<file path="src/rtl/mac_rx_sched_if.sv">
// Handshake bundle between the receive scheduler, the PHY FIFO status flags
// and the MAC receive decoder.
`timescale 1ns/1ps

interface mac_rx_sched_if;
    logic [3:0] port_en;
    logic [3:0] req;
    logic       dec_ready;
    logic       dec_done;
    logic       dec_err;
    logic       grant_vld;
    logic [1:0] grant_id;
    logic       dec_start;
    logic       dec_abort;
    logic [7:0] err_cnt;
    logic [7:0] tmo_cnt;

    modport master (
        input  port_en, req, dec_ready, dec_done, dec_err,
        output grant_vld, grant_id, dec_start, dec_abort, err_cnt, tmo_cnt
    );

    modport slave (
        output port_en, req, dec_ready, dec_done, dec_err,
        input  grant_vld, grant_id, dec_start, dec_abort, err_cnt, tmo_cnt
    );
endinterface

</file>
<file path="src/rtl/mac_rx_sched.sv">
// Frame-granular round-robin scheduler sharing one MAC receive decoder among
// four PHY receive FIFOs, with a per-frame watchdog and error/timeout counters.
`timescale 1ns/1ps

module mac_rx_sched #(
    parameter int TMO_W = 14
) (
    input  logic             clk,
    input  logic             rst,
    mac_rx_sched_if.master   bus
);

    typedef enum logic [1:0] {
        ST_IDLE = 2'b00,
        ST_BUSY = 2'b01,
        ST_GAP  = 2'b10
    } state_t;

    localparam logic [TMO_W-1:0] TMO_MAX = '1;

    state_t           state_r;
    state_t           next_state_s;
    logic             grant_vld_r;
    logic             grant_vld_s;
    logic [1:0]       grant_id_r;
    logic [1:0]       grant_id_s;
    logic             dec_start_r;
    logic             dec_start_s;
    logic             dec_abort_r;
    logic             dec_abort_s;
    logic [7:0]       err_cnt_r;
    logic [7:0]       err_cnt_s;
    logic [7:0]       tmo_cnt_r;
    logic [7:0]       tmo_cnt_s;
    logic [1:0]       rr_ptr_r;
    logic [1:0]       rr_ptr_s;
    logic [TMO_W-1:0] timer_r;
    logic [TMO_W-1:0] timer_s;
    logic [3:0]       eff_s;
    logic             eligible_s;
    logic             expired_s;

    // First set bit of eff, scanning circularly starting at ptr.
    function automatic logic [1:0] rr_pick(input logic [3:0] eff, input logic [1:0] ptr);
        logic [1:0] idx;
        logic       found;
        rr_pick = ptr;
        found   = 1'b0;
        for (int i = 0; i < 4; i++) begin
            idx = ptr + 2'(i);
            if (!found && eff[idx]) begin
                rr_pick = idx;
                found   = 1'b1;
            end
        end
    endfunction

    function automatic logic [7:0] sat_inc8(input logic [7:0] cnt);
        sat_inc8 = (cnt == 8'hFF) ? cnt : cnt + 8'd1;
    endfunction

    assign eff_s      = bus.req & bus.port_en;
    assign eligible_s = bus.dec_ready && (|eff_s);
    assign expired_s  = (timer_r == TMO_MAX);

    // State register and all registered outputs; rst clears everything, no abort.
    always_ff @(posedge clk) begin
        if (rst) begin
            state_r     <= ST_IDLE;
            grant_vld_r <= 1'b0;
            grant_id_r  <= 2'd0;
            dec_start_r <= 1'b0;
            dec_abort_r <= 1'b0;
            err_cnt_r   <= 8'd0;
            tmo_cnt_r   <= 8'd0;
            rr_ptr_r    <= 2'd0;
            timer_r     <= '0;
        end else begin
            state_r     <= next_state_s;
            grant_vld_r <= grant_vld_s;
            grant_id_r  <= grant_id_s;
            dec_start_r <= dec_start_s;
            dec_abort_r <= dec_abort_s;
            err_cnt_r   <= err_cnt_s;
            tmo_cnt_r   <= tmo_cnt_s;
            rr_ptr_r    <= rr_ptr_s;
            timer_r     <= timer_s;
        end
    end

    // Next-state decode.
    always_comb begin
        next_state_s = ST_IDLE;
        case (state_r)
            ST_IDLE: begin
                if (eligible_s) begin
                    next_state_s = ST_BUSY;
                end else begin
                    next_state_s = ST_IDLE;
                end
            end
            ST_BUSY: begin
                if (bus.dec_done || expired_s) begin
                    next_state_s = ST_GAP;
                end else begin
                    next_state_s = ST_BUSY;
                end
            end
            ST_GAP:  next_state_s = ST_IDLE;
            default: next_state_s = ST_IDLE;
        endcase
    end

    // Next values of the registered outputs, pointer, timer and counters.
    always_comb begin
        grant_vld_s = grant_vld_r;
        grant_id_s  = grant_id_r;
        dec_start_s = 1'b0;
        dec_abort_s = 1'b0;
        err_cnt_s   = err_cnt_r;
        tmo_cnt_s   = tmo_cnt_r;
        rr_ptr_s    = rr_ptr_r;
        timer_s     = timer_r;
        case (state_r)
            ST_IDLE: begin
                if (eligible_s) begin
                    grant_vld_s = 1'b1;
                    grant_id_s  = rr_pick(eff_s, rr_ptr_r);
                    dec_start_s = 1'b1;
                    timer_s     = '0;
                end else begin
                    grant_vld_s = grant_vld_r;
                end
            end
            ST_BUSY: begin
                // Completion takes priority over a coincident watchdog expiry.
                if (bus.dec_done) begin
                    grant_vld_s = 1'b0;
                    rr_ptr_s    = grant_id_r + 2'd1;
                    if (bus.dec_err) begin
                        err_cnt_s = sat_inc8(err_cnt_r);
                    end else begin
                        err_cnt_s = err_cnt_r;
                    end
                end else if (expired_s) begin
                    grant_vld_s = 1'b0;
                    dec_abort_s = 1'b1;
                    tmo_cnt_s   = sat_inc8(tmo_cnt_r);
                    rr_ptr_s    = grant_id_r + 2'd1;
                end else begin
                    timer_s = timer_r + {{(TMO_W-1){1'b0}}, 1'b1};
                end
            end
            ST_GAP:  grant_vld_s = 1'b0;
            default: grant_vld_s = 1'b0;
        endcase
    end

    assign bus.grant_vld = grant_vld_r;
    assign bus.grant_id  = grant_id_r;
    assign bus.dec_start = dec_start_r;
    assign bus.dec_abort = dec_abort_r;
    assign bus.err_cnt   = err_cnt_r;
    assign bus.tmo_cnt   = tmo_cnt_r;

endmodule

</file>
<file path="src/flat_wrapper.sv">
// flat-port wrapper written by rule: the top's interface ports become plain ports
module mac_rx_sched_flat 
#(
    parameter int TMO_W = 14
)
  (clk, rst, bus_port_en, bus_req, bus_dec_ready, bus_dec_done, bus_dec_err, bus_grant_vld, bus_grant_id, bus_dec_start, bus_dec_abort, bus_err_cnt, bus_tmo_cnt);
  mac_rx_sched_if bus_i ();
  input  logic clk;
  input  logic rst;
  input wire logic [$bits(bus_i.port_en)-1:0] bus_port_en;
  input wire logic [$bits(bus_i.req)-1:0] bus_req;
  input wire logic [$bits(bus_i.dec_ready)-1:0] bus_dec_ready;
  input wire logic [$bits(bus_i.dec_done)-1:0] bus_dec_done;
  input wire logic [$bits(bus_i.dec_err)-1:0] bus_dec_err;
  output wire logic [$bits(bus_i.grant_vld)-1:0] bus_grant_vld;
  output wire logic [$bits(bus_i.grant_id)-1:0] bus_grant_id;
  output wire logic [$bits(bus_i.dec_start)-1:0] bus_dec_start;
  output wire logic [$bits(bus_i.dec_abort)-1:0] bus_dec_abort;
  output wire logic [$bits(bus_i.err_cnt)-1:0] bus_err_cnt;
  output wire logic [$bits(bus_i.tmo_cnt)-1:0] bus_tmo_cnt;
  assign bus_i.port_en = bus_port_en;
  assign bus_i.req = bus_req;
  assign bus_i.dec_ready = bus_dec_ready;
  assign bus_i.dec_done = bus_dec_done;
  assign bus_i.dec_err = bus_dec_err;
  assign bus_grant_vld = bus_i.grant_vld;
  assign bus_grant_id = bus_i.grant_id;
  assign bus_dec_start = bus_i.dec_start;
  assign bus_dec_abort = bus_i.dec_abort;
  assign bus_err_cnt = bus_i.err_cnt;
  assign bus_tmo_cnt = bus_i.tmo_cnt;
  mac_rx_sched #(.TMO_W(TMO_W)) u_core (.clk(clk), .rst(rst), .bus(bus_i));
endmodule
</file>
<file path="config.mk">
export PLATFORM = sky130hd
export DESIGN_NAME = mac_rx_sched_flat
export DESIGN_NICKNAME = d
export VERILOG_FILES = /design/src/rtl/mac_rx_sched_if.sv /design/src/rtl/mac_rx_sched.sv /design/src/flat_wrapper.sv
export SDC_FILE = /design/constraint.sdc
export NUM_CORES = 1
export LEC_CHECK = 0
export CAP_MARGIN = 20
export CELL_PAD_IN_SITES_DETAIL_PLACEMENT = 0
export CELL_PAD_IN_SITES_GLOBAL_PLACEMENT = 1
export CORE_UTILIZATION = 38
export DETAILED_ROUTE_END_ITERATION = 16
export HOLD_SLACK_MARGIN = 0.02
export PLACE_DENSITY = 0.9
export SLEW_MARGIN = 20
export SYNTH_ARGS = -nofsm -noshare
export SYNTH_HDL_FRONTEND = slang
export SYNTH_SLANG_ARGS = --single-unit
</file>
<file path="constraint.sdc">
create_clock -name clk -period 2.2 [get_ports clk]
set_input_delay 0.44 -clock clk [delete_from_list [all_inputs] [get_ports clk]]
set_output_delay 0.44 -clock clk [all_outputs]
set_load 0.005 [all_outputs]
</file>
==> results.ini <==
[place]
hpwl_mm = 3.01
place_congestion = 0.815
dp_cells = 329
io_buffers = 33
place_ws_ns = -0.114

[layout]
area_growth_pct = 34.0
instances_no_fill = 337
fill_cells = 475
drive_above_1_share_pct = 10.4
layout_common_cells = dfxtp_1, clkdlybuf4s50_1, nor2_1
n_antenna_cell = 0
nets = 285
layout_commonest_cell = dfxtp_1

[clock_tree]
cts_root_buf = clkbuf_8
path_clk_slew_ns = 0.07
post_cts_buffers = 0
clock_path_buffers = 2
numCtsBuffers = 5
cts_num_sinks = 39
cts_tree = done
h-tree-depth = 2
clk_latency_ns = 0.29

[synth]
synth_edf_count = 0
async_reset_ff_share_pct = 0
synth_warnings = 0
syn_inst = 221
ys_types = 43
ys_seq_area_share_pct = 41.4
synth_flop_cell = dfxtp_1
synth_area_per_cell_um2 = 8.53
syn_nets = 237
ys_ff_latch = 39
syn_area_um2 = 1890

[timing]
worst_slack_ns = 0.161
hold_viol = 0
drv_slew = 0
period_share_pct = 92.7
finalCriticalPeriod_ns = 2.04
rsz0062_at_grt = no
finClkSkew_ns = 0.00722
max_freq_ghz = 0.490
worst_slew_pin_slew_ns = 0.438
setup_viol = 0
holdWs_ns = 0.473
relSlewSlack_pct = 70.7

[worst_setup_path]
startpoint = bus_dec_done
critPathLaunchType = input pin
timing.rr.start = u_core.timer_r[2]$_SDFFE_PP0P_
path_class = input pin to flop
cpPeakStageDelay_ns = 0.46
worstPathRequired_ns = 2.42
worst_r2r_path_depth = 5
cp.depth = 6
endpoint = u_core.bus.tmo_cnt[6]$_SDFFE_PP0P_
path_buf_inv = 1
cp-end-kind = flop
critPathArrivalTime_ns = 2.25
reg2reg_slack_ns = 0.19
crit_family = simple AND/OR/NAND/NOR gates
timing.rr.end = u_core.bus.tmo_cnt[6]$_SDFFE_PP0P_
worst_path_max_delay_cell = clkdlybuf4s50_1
cp_cell_sequence = clkdlybuf4s50_1 > nor3b_1 > o21ai_1 > or3_4 > or4_1 > a21oi_1
crit_fanout = 4

[power_and_ir_drop]
vdd_drop_max_mv = 0.373
swShare_pct = 20.7
p_leak_nw = 0.883
powerDensity_nw_per_um2 = 619
seq_power_share_pct = 46.6
p_switching_uw = 323
pwr-share-comb_pct = 8.3
p_clk_share_pct = 45.2
total_power_mw = 1.56
power.internal_mw = 1.24

[global_routing]
grt_usage_pct = 17.6
antenna_found_initial = 0
grt_max_degree = 28
first_global_vias = 1689
overflow = 0
grt_pass1_wl_mm = 7.41

[route]
ant_nets = 0
vias = 1738
remaining_drc_errors = 0
firstDrtPassIters = 4
avgRoutedWirePerCell_um = 12.0
routed_via_density = 5.16
drt_iter0_markers = 102
wl_mm = 4.04

[floorplanning]
num_rows = 25
die_w_um = 72.4
die_area_um2 = 5250
initial_core_util_pct = 39.7
coreArea_um2 = 4750
fp.dieH_um = 72.4
ios = 34

[worst_hold_path]
min_path_type = flop to flop

[outcome]
status = finished, final reports clean

[flow_run]
cap_violations = 0

==> area by class of cell <==
type | count | area [um^2] | share of cell area (%)
Clock buffer | 5 | 68.8 | 2.72
Clock inverter | 3 | 67.6 | 2.67
Inverter | 6 | 22.5 | 0.892
Multi-Input combinational cell | 168 | 1050 | 41.7
Sequential cell | 39 | 781 | 30.9
Tap cell | 67 | 83.8 | 3.32
Timing Repair Buffer | 49 | 450 | 17.8
==> kinds of logic (layout without fill, tap and decap cells) <==
| logic type | after synthesis | after routing | synth area share [%] |
|---|---|---|---|
| simple gates | 93 | 93 | 25.7 |
| compound gates | 50 | 50 | 17.1 |
| flops | 39 | 39 | 41.4 |
| xor+xnor | 19 | 19 | 8.83 |
| buf+inv | 14 | 63 | 2.79 |
| fa+ha+maj | 3 | 3 | 1.99 |
| mux | 3 | 3 | 2.26 |
==> metrics by stage <==
step	instance area [um^2]	setup TNS (ns)	utilization [%]
global route	2530	0	53.1
floorplan	1890	0	-
global placement	2390	-0.0332	50.3
detailed placement	2390	-0.121	50.3
finish	2530	0	53.1
CTS	2530	0	53.1
==> per-layer routing <==
layer / vias up / global-route usage, % / wire [um]
li1: 898 / - / -
met1: 801 / 22.1 / 1910
met2: 34 / 30.2 / 1930
met3: 5 / 3.06 / 135
met4: 0 / 6.54 / 63
met5: - / 0 / 0
==> worst register-to-register path, cell delays in order, from the launching register on <==
cell and delay (ns):
dfxtp_1 0.43, nand4_2 0.15, or2_1 0.36, or3_4 0.43
or4_1 0.40, a21oi_1 0.17
==> synth_stat cells (2+ instances only) <==
library cell	instances	area, um^2
xnor2_1	8	70.1
ha_1	3	37.5
a211oi_1	2	15.0
a311o_1	2	20.0
nor2b_1	2	12.5
clkbuf_1	7	26.3
o211ai_1	4	30.0
nand4_1	6	37.5
and3_1	2	12.5
nor3_1	6	30.0
mux2i_1	2	20.0
or3_1	7	43.8
inv_1	6	22.5
nand3_1	14	70.1
dfxtp_1	39	781
nand2_1	12	45.0
o21a_1	2	15.0
nand2b_1	3	18.8
o21ai_0	11	55.1
a22o_1	2	17.5
and2_1	5	31.3
a21oi_1	16	80.1
o2111ai_1	5	43.8
nor2_1	26	97.6
xor2_1	11	96.3
==> power by group through the flow <==
stage	clock network, mW	logic [mW]	registers, mW
6_report	0.706	0.129	0.728
5_1_grt	0.756	0.143	0.730
4_1_cts	0.724	0.130	0.728
3_5_place_dp	0	0.130	0.745
3_3_place_gp	0	0.129	0.745
2_1_floorplan	0	0.0616	0.743
==> state kept, by name (all words and copies together) (netlist names), 2 cells and up <==
register	cells
u_core.timer_r	14
u_core.rr_ptr_r	2
u_core.bus.err_cnt	8
u_core.bus.grant_id	2
u_core.bus.tmo_cnt	8
u_core.state_r	2
==> worst min path at each step <==
| stage | from | end | slack [ns] | cells after the start |
|---|---|---|---|---|
| floorplan | u_core.timer_r[7]$_SDFFE_PP0P_ | u_core.timer_r[7]$_SDFFE_PP0P_ | 0.44 | 1 |
| global placement | u_core.timer_r[7]$_SDFFE_PP0P_ | u_core.timer_r[7]$_SDFFE_PP0P_ | 0.45 | 1 |
| detailed placement | u_core.timer_r[7]$_SDFFE_PP0P_ | u_core.timer_r[7]$_SDFFE_PP0P_ | 0.46 | 1 |
| CTS | u_core.timer_r[7]$_SDFFE_PP0P_ | u_core.timer_r[7]$_SDFFE_PP0P_ | 0.47 | 1 |
| global route | u_core.timer_r[7]$_SDFFE_PP0P_ | u_core.timer_r[7]$_SDFFE_PP0P_ | 0.51 | 1 |
| finish | u_core.timer_r[7]$_SDFFE_PP0P_ | u_core.timer_r[7]$_SDFFE_PP0P_ | 0.47 | 1 |
==> timing repair <==
item,CTS,global route
endpoints found under the setup margin,0,2
hold buffers,0,0
gates resized for setup,0,1
No activity file was read; power rests on OpenSTA's default activity.
